### config.mk
export PLATFORM = sky130hd
export DESIGN_NAME = noc_credit_tx_flat
export DESIGN_NICKNAME = d
export VERILOG_FILES = /design/src/rtl/noc_credit_pkg.sv /design/src/rtl/noc_credit_tx_if.sv /design/src/rtl/noc_credit_counter.sv /design/src/rtl/noc_credit_tx.sv /design/src/flat_wrapper.sv
export SDC_FILE = /design/constraint.sdc
export NUM_CORES = 1
export LEC_CHECK = 0
export CORE_MARGIN = 2
export CORE_UTILIZATION = 30
export CTS_CLUSTER_SIZE = 20
export DETAILED_ROUTE_END_ITERATION = 10
export GPL_TIMING_DRIVEN = 0
export SLEW_MARGIN = 15
export SYNTH_ARGS = -nofsm -noshare
export SYNTH_HDL_FRONTEND = slang
export SYNTH_HIERARCHICAL = 1
export SYNTH_SLANG_ARGS = --single-unit
### constraint.sdc
create_clock -name clk_noc -period 3.39 [get_ports clk_noc]
set_input_delay 0.678 -clock clk_noc [delete_from_list [all_inputs] [get_ports clk_noc]]
set_output_delay 0.678 -clock clk_noc [all_outputs]
set_load 0.005 [all_outputs]
### src/rtl/noc_credit_pkg.sv
// Shared types and helpers for the credit-based NoC flit transmitter.
package noc_credit_pkg;

    typedef enum logic {
        TX_IDLE = 1'b0,
        TX_BODY = 1'b1
    } tx_state_t;

    // Counter must be able to hold the value 'depth' itself, not just depth-1.
    function automatic int credit_width(input int depth);
        return $clog2(depth + 1);
    endfunction

endpackage

### src/rtl/noc_credit_tx_if.sv
// Link interfaces around the transmitter: valid/ready flit source side and
// send/credit router side.
interface noc_flit_in_if #(
    parameter int FLIT_WIDTH = 64,
    parameter int DEST_WIDTH = 6
);
    logic                  valid;
    logic                  ready;
    logic [FLIT_WIDTH-1:0] data;
    logic [DEST_WIDTH-1:0] dest;
    logic                  is_tail;

    modport master (output valid, data, dest, is_tail, input ready);
    modport slave  (input valid, data, dest, is_tail, output ready);
endinterface

interface noc_router_if #(
    parameter int FLIT_WIDTH = 64,
    parameter int DEST_WIDTH = 6
);
    logic [FLIT_WIDTH-1:0] data;
    logic [DEST_WIDTH-1:0] dest;
    logic                  is_tail;
    logic                  send;
    logic                  credit;

    modport master (output data, dest, is_tail, send, input credit);
    modport slave  (input data, dest, is_tail, send, output credit);
endinterface

### src/rtl/noc_credit_counter.sv
// Saturating credit counter: loads DEPTH on reset, sticky flag when a credit
// arrives with the counter already full.
module noc_credit_counter
    import noc_credit_pkg::*;
#(
    parameter int DEPTH = 8,
    parameter int WIDTH = credit_width(DEPTH)
) (
    input  logic             clk,
    input  logic             rst_n,
    input  logic             inc,
    input  logic             dec,
    output logic [WIDTH-1:0] count,
    output logic             ovf
);

    localparam logic [WIDTH-1:0] FULL = WIDTH'(DEPTH);

    logic [WIDTH-1:0] cnt_d, cnt_q;
    logic             ovf_d, ovf_q;

    always_comb begin
        // NOTE: every combinational output gets a default first so no path
        // leaves it unassigned, which would otherwise infer a latch.
        cnt_d = cnt_q;
        ovf_d = ovf_q;
        unique case ({inc, dec})
            2'b10: begin
                if (cnt_q == FULL) ovf_d = 1'b1;
                else               cnt_d = cnt_q + WIDTH'(1);
            end
            2'b01: begin
                if (cnt_q != '0) cnt_d = cnt_q - WIDTH'(1);
            end
            default: ;
        endcase
    end

    always_ff @(posedge clk or negedge rst_n) begin
        if (!rst_n) begin
            // NOTE: non-blocking assignments for all state so every flop
            // samples pre-edge values regardless of statement order.
            cnt_q <= FULL;
            ovf_q <= 1'b0;
        end else begin
            cnt_q <= cnt_d;
            ovf_q <= ovf_d;
        end
    end

    assign count = cnt_q;
    assign ovf   = ovf_q;

endmodule

### src/rtl/noc_credit_tx.sv
// Credit-based flit transmitter into one router input port. Optional
// statistics counters are enabled by defining NOC_CREDIT_TX_STATS_EN.
module noc_credit_tx
    import noc_credit_pkg::*;
#(
    parameter int FLIT_WIDTH        = 64,
    parameter int DEST_WIDTH        = 6,
    parameter int FLIT_BUFFER_DEPTH = 8,
    parameter int CREDIT_WIDTH      = credit_width(FLIT_BUFFER_DEPTH)
) (
    input  logic                    clk_noc,
    input  logic                    rst_n,
    noc_flit_in_if.slave            src,
    noc_router_if.master            rtr,
    output logic [CREDIT_WIDTH-1:0] credits_avail,
    output logic                    pkt_active,
    output logic                    err_credit_ovf
`ifdef NOC_CREDIT_TX_STATS_EN
    ,
    output logic [31:0]             flit_count,
    output logic [31:0]             pkt_count,
    output logic [31:0]             stall_cycles
`endif
);

    tx_state_t             state_d, state_q;
    logic                  send_d, send_q;
    logic                  tail_d, tail_q;
    logic [FLIT_WIDTH-1:0] data_d, data_q;
    logic [DEST_WIDTH-1:0] dest_d, dest_q;
    logic                  accept;

    // Ready comes only from the registered credit count; a credit returned
    // this cycle cannot unblock a flit until the next one.
    assign src.ready = (credits_avail != '0);
    assign accept    = src.valid & src.ready;

    noc_credit_counter #(
        .DEPTH (FLIT_BUFFER_DEPTH),
        .WIDTH (CREDIT_WIDTH)
    ) u_credit (
        .clk   (clk_noc),
        .rst_n (rst_n),
        .inc   (rtr.credit),
        .dec   (accept),
        .count (credits_avail),
        .ovf   (err_credit_ovf)
    );

    // dest_q doubles as the head-destination latch: body flits leave it alone.
    always_comb begin
        state_d = state_q;
        send_d  = 1'b0;
        tail_d  = tail_q;
        data_d  = data_q;
        dest_d  = dest_q;
        if (accept) begin
            send_d = 1'b1;
            data_d = src.data;
            tail_d = src.is_tail;
            unique case (state_q)
                TX_IDLE: begin
                    dest_d = src.dest;
                    if (!src.is_tail) state_d = TX_BODY;
                end
                TX_BODY: begin
                    if (src.is_tail) state_d = TX_IDLE;
                end
                default: state_d = TX_IDLE;
            endcase
        end
    end

    always_ff @(posedge clk_noc or negedge rst_n) begin
        if (!rst_n) begin
            state_q <= TX_IDLE;
            send_q  <= 1'b0;
            tail_q  <= 1'b0;
            data_q  <= '0;
            dest_q  <= '0;
        end else begin
            state_q <= state_d;
            send_q  <= send_d;
            tail_q  <= tail_d;
            data_q  <= data_d;
            dest_q  <= dest_d;
        end
    end

    assign rtr.data    = data_q;
    assign rtr.dest    = dest_q;
    assign rtr.is_tail = tail_q;
    assign rtr.send    = send_q;
    assign pkt_active  = (state_q == TX_BODY);

`ifdef NOC_CREDIT_TX_STATS_EN
    logic [31:0] flit_cnt_d, flit_cnt_q;
    logic [31:0] pkt_cnt_d,  pkt_cnt_q;
    logic [31:0] stall_d,    stall_q;

    // Free-running counters; wrap modulo 2^32 by construction.
    always_comb begin
        flit_cnt_d = flit_cnt_q;
        pkt_cnt_d  = pkt_cnt_q;
        stall_d    = stall_q;
        if (accept)                 flit_cnt_d = flit_cnt_q + 32'd1;
        if (accept && src.is_tail)  pkt_cnt_d  = pkt_cnt_q + 32'd1;
        if (src.valid && !src.ready) stall_d   = stall_q + 32'd1;
    end

    always_ff @(posedge clk_noc or negedge rst_n) begin
        if (!rst_n) begin
            flit_cnt_q <= '0;
            pkt_cnt_q  <= '0;
            stall_q    <= '0;
        end else begin
            flit_cnt_q <= flit_cnt_d;
            pkt_cnt_q  <= pkt_cnt_d;
            stall_q    <= stall_d;
        end
    end

    assign flit_count   = flit_cnt_q;
    assign pkt_count    = pkt_cnt_q;
    assign stall_cycles = stall_q;
`endif

endmodule

### src/flat_wrapper.sv
// flat-port wrapper written by rule: the top's interface ports become plain ports
module noc_credit_tx_flat import noc_credit_pkg::*;
#(
    parameter int FLIT_WIDTH        = 64,
    parameter int DEST_WIDTH        = 6,
    parameter int FLIT_BUFFER_DEPTH = 8,
    parameter int CREDIT_WIDTH      = credit_width(FLIT_BUFFER_DEPTH)
)
  (clk_noc, rst_n, credits_avail, pkt_active, err_credit_ovf, src_valid, src_data, src_dest, src_is_tail, src_ready, rtr_data, rtr_dest, rtr_is_tail, rtr_send, rtr_credit);
  noc_flit_in_if #(.FLIT_WIDTH(FLIT_WIDTH), .DEST_WIDTH(DEST_WIDTH)) src_i ();
  noc_router_if #(.FLIT_WIDTH(FLIT_WIDTH), .DEST_WIDTH(DEST_WIDTH)) rtr_i ();
  input  logic clk_noc;
  input  logic rst_n;
  output logic [CREDIT_WIDTH-1:0] credits_avail;
  output logic pkt_active;
  output logic err_credit_ovf;
  input wire logic [$bits(src_i.valid)-1:0] src_valid;
  input wire logic [$bits(src_i.data)-1:0] src_data;
  input wire logic [$bits(src_i.dest)-1:0] src_dest;
  input wire logic [$bits(src_i.is_tail)-1:0] src_is_tail;
  output wire logic [$bits(src_i.ready)-1:0] src_ready;
  output wire logic [$bits(rtr_i.data)-1:0] rtr_data;
  output wire logic [$bits(rtr_i.dest)-1:0] rtr_dest;
  output wire logic [$bits(rtr_i.is_tail)-1:0] rtr_is_tail;
  output wire logic [$bits(rtr_i.send)-1:0] rtr_send;
  input wire logic [$bits(rtr_i.credit)-1:0] rtr_credit;
  assign src_i.valid = src_valid;
  assign src_i.data = src_data;
  assign src_i.dest = src_dest;
  assign src_i.is_tail = src_is_tail;
  assign src_ready = src_i.ready;
  assign rtr_data = rtr_i.data;
  assign rtr_dest = rtr_i.dest;
  assign rtr_is_tail = rtr_i.is_tail;
  assign rtr_send = rtr_i.send;
  assign rtr_i.credit = rtr_credit;
  noc_credit_tx #(.FLIT_WIDTH(FLIT_WIDTH), .DEST_WIDTH(DEST_WIDTH), .FLIT_BUFFER_DEPTH(FLIT_BUFFER_DEPTH), .CREDIT_WIDTH(CREDIT_WIDTH)) u_core (.clk_noc(clk_noc), .rst_n(rst_n), .src(src_i), .rtr(rtr_i), .credits_avail(credits_avail), .pkt_active(pkt_active), .err_credit_ovf(err_credit_ovf));
endmodule
==> impl_table.tex <==
\begin{tabular}{lr}
\hline
Metric & Value \\
\hline
\multicolumn{2}{l}{\textbf{Floorplan}} \\
Die H & roughly 110 µm \\
Number of top-level pins & 154 \\
Standard cell core area & 9860 µm² \\
Chip Width & 105 µm \\
Number of placement rows & 36 \\
Die Outline Area & between 10000 and 15000 µm² \\
Starting utilization of the core area & 31.1\% \\
\multicolumn{2}{l}{\textbf{Finish}} \\
Sequential cell area & 1950 µm² \\
Leading cell type in the layout, fill and taps excluded & nand2\_1 \\
Total area of multi-input combinational cells & 1020 µm² \\
Highest-count cells in the layout ignoring fill and taps & nand2\_1 (195), clkdlybuf4s50\_1 (152), dfrtp\_1 (77) \\
Number of standard cells in the layout, taps in and fillers out & 622 \\
Ant diodes & 0 \\
Final core area utilization & 50.7\% \\
Layout overhead on the synthesized area & 62.7\% \\
Nets & 561 \\
Fraction of layout cells with a size suffix above 1 & under 10\% \\
Final-layout fill cell count & 942 \\
\multicolumn{2}{l}{\textbf{Timing}} \\
Max Clk Rate & 330 MHz \\
Transition at the pin with the smallest max-transition slack & 676 ps \\
Endpoints failing setup & 0 \\
Number of slew-limit violations in the final report & 0 \\
Number of endpoints with negative hold slack in the final report & 0 \\
Skew final & 8.24 ps \\
Rel. slew slack & between 50\% and 60\% \\
Shortest period the worst path allows & 3030 ps \\
Setup TNS after final layout & 0 ps \\
RSZ-0062 raised after global routing & false \\
Final worst path period share & 89.3\% \\
\multicolumn{2}{l}{\textbf{Critical path}} \\
RR Endpoint & u\_core/u\_credit/count[2] \\
Crit start category & input port \\
Worst setup EP type & register \\
Setup slack of the most critical reg-to-reg path & approximately 530 ps \\
Launching point of the worst reg2reg path & u\_core/u\_credit/count[0] \\
Maximum net fanout on the critical path & 16 \\
WP data required & between 3000 and 4000 ps \\
CP Class & input port to register \\
Critical path arrival & 3300 ps \\
Worst r2r path cells & 9 \\
\multicolumn{2}{l}{\textbf{Synth}} \\
Total nets after synthesis & 396 \\
Synthesized-area fraction occupied by and/or/nand/nor cells & 26.2\% \\
Top cell type's share of synthesized area & 62.7\% \\
Number of warning messages in the yosys log & 6 \\
Adder and majority cell fraction of the synthesized area & less than 1\% \\
Synthesized area & 3070 µm² \\
Most area-consuming cells after synthesis & dfrtp\_1 (63\%), nand2\_1 (24\%), mux2\_2 (2.2\%) \\
Count of flip-flops with a built-in enable after synthesis & 0 \\
Mux contribution to synthesized area & 2.57\% \\
Post-synth top flop & dfrtp\_1 \\
Largest area contributor in the synthesized netlist & dfrtp\_1 \\
Fraction of registers with async set/reset & 100\% \\
Synthesized-area fraction occupied by xor and xnor cells & $\sim$1.1\% \\
Fraction of the mapped netlist area in compound gates & 3.01\% \\
Number of flip-flops and latches in the synthesized netlist & 78 \\
Share of synthesized area occupied by flip-flops and latches & $\sim$64\% \\
Dominant combinational cell family by area after synthesis & simple AND/OR/NAND/NOR gates \\
Syn Inst Count & 320 \\
Synth Area per Inst & roughly 9.6 µm² \\
Count of different cell masters after synthesis & 30 \\
\multicolumn{2}{l}{\textbf{Clock tree}} \\
TritonCTS Sinks & 78 \\
Number of setup buffers added after CTS & 0 \\
Clock H-tree levels & 3 \\
CTS root buf & clkbuf\_8 \\
Max Root-Sink Buffers & 2 \\
Number of instances resized during post-cts repair & 0 \\
CTS buffer count & 9 \\
Clock Latency Late Sink & about 340 ps \\
Clock slew seen by the registers of the worst setup and hold paths & 70 ps \\
Cts-stage hold buffer count & 0 \\
CTS tree & yes \\
\multicolumn{2}{l}{\textbf{Drt}} \\
DRC viols & 0 \\
Detailed router's first-iteration violation count & 44 \\
Drt wl/cell & 13.0 µm \\
Total via count after detailed routing & between 2000 and 3000 \\
Drt total wl & 8060 µm \\
Number of detailed-route iterations in the first pass & 4 \\
Final antenna-violating net count & 0 \\
Detailed-route vias per instance & about 4.3 \\
\multicolumn{2}{l}{\textbf{Min path}} \\
Worst hold path class & input port to async pin \\
\multicolumn{2}{l}{\textbf{Global route}} \\
Initial antenna violation count & 0 \\
Aggregate global routing overflow & 0 \\
Via count of the first global-routing pass & 2730 \\
Global-route wire length before repair & 13300 µm \\
Gr usage total & $\sim$15\% \\
Largest net degree at the start of global routing & 44 \\
\multicolumn{2}{l}{\textbf{Place}} \\
Post-Place Cells & between 600 and 700 \\
Detail Placement HPWL & 5880 µm \\
Routability congestion estimate & around 0.73 \\
I/O Buffers & 153 \\
\multicolumn{2}{l}{\textbf{Power}} \\
Total net switching power & approximately 0.0012 W \\
Cell leakage power & 2.38 nW \\
Cell internal power dissipation & 0.00268 W \\
Register share of total power & 39.8\% \\
Power Dens Cells & approximately 770 nW/µm² \\
Clock share of power & 18.9\% \\
Peak supply drop & 297 µV \\
Combinational cell fraction of total power & 41.3\% \\
Net Sw Frac & a little under a third \\
\multicolumn{2}{l}{\textbf{Run status}} \\
Result of the run & finished, final reports clean \\
\multicolumn{2}{l}{\textbf{Job}} \\
Max-cap violations & 0 \\
\hline
\end{tabular}
-- worst max-delay path, cell delays in order --
cell	delay, ps
clkdlybuf4s50_1	500
o41ai_4	120
inv_2	110
clkbuf_1	530
nand2b_1	150
xnor2_1	160
ha_1	210
or4b_4	490
a221oi_2	220
a31o_1	130
-- per-layer routing --
metal  GRT usage [%]  vias up  wire length (µm)
met5               0        -                 0
met3            4.24       13               520
li1                -     1321                 -
met4            6.10        0               137
met2            22.4       96              3580
met1            20.4     1220              3820
-- logic make-up after synthesis --
| logic type | count (synthesis) |
|---|---|
| mux | 7 |
| xor+xnor | 4 |
| compound gates | 9 |
| flops | 78 |
| buf+inv | 16 |
| simple gates | 205 |
| fa+ha+maj | 1 |
-- how the worst max path moves through the flow --
stage          slack [ps]  cells past startpoint  startpoint                  endpoint
2_1_floorplan         900                      9   src_valid  u_core/u_credit/count[2]
3_3_place_gp        -1260                      1       rst_n       u_core/rtr.data[25]
3_5_place_dp           10                     10   src_valid  u_core/u_credit/count[2]
4_1_cts               370                     10   src_valid  u_core/u_credit/count[2]
5_1_grt               230                     10   src_valid  u_core/u_credit/count[2]
6_report              360                     10   src_valid  u_core/u_credit/count[2]
-- through the flow --
step	power, W	setup WS [ps]	area (µm²)	hold slack [ps]
detailed placement	0.00317	10.0	4790	464
finish	0.00386	362	5000	298
floorplan	0.00212	899	3070	382
global route	0.00415	232	5000	322
global placement	0.00314	-1260	4770	457
CTS	0.00393	371	5000	298
-- power groups by stage --
stage	Sequential, W	Combinational (W)	Clock [W]
3_3_place_gp	0.00154	0.00160	0
4_1_cts	0.00155	0.00162	0.000763
3_5_place_dp	0.00156	0.00162	0
6_report	0.00154	0.00159	0.000730
5_1_grt	0.00159	0.00175	0.000805
2_1_floorplan	0.00157	0.000557	0
-- final cells by class --
cell class / instances / area share, %
clock buffers: 10 / 2.55
well taps: 133 / 3.33
repair buffers: 154 / 31.1
inverters: 1 / 0.0751
multi-input cells: 226 / 20.5
plain buffers: 15 / 1.85
clock inverters: 5 / 1.50
flip-flops and latches: 78 / 39.1
-- Yosys cell counts, types with 2 or more instances --
| cell | instances |
|---|---|
| xnor2_1 | 3 |
| a21oi_1 | 2 |
| clkbuf_1 | 3 |
| mux2_2 | 6 |
| buf_4 | 6 |
| nand2_1 | 195 |
| buf_2 | 5 |
| nor2_1 | 2 |
| dfrtp_1 | 77 |
-- registers in the layout, summed over array words and instances (netlist names) --
register and cells:
u_core/rtr.dest 6, u_core/rtr.data 64, u_core/pkt_active 1, u_core/rtr.is_tail 1
u_core/u_credit/count 4, u_core/rtr.send 1, u_core/u_credit/ovf 1
No activity file was read; power rests on OpenSTA's default activity.
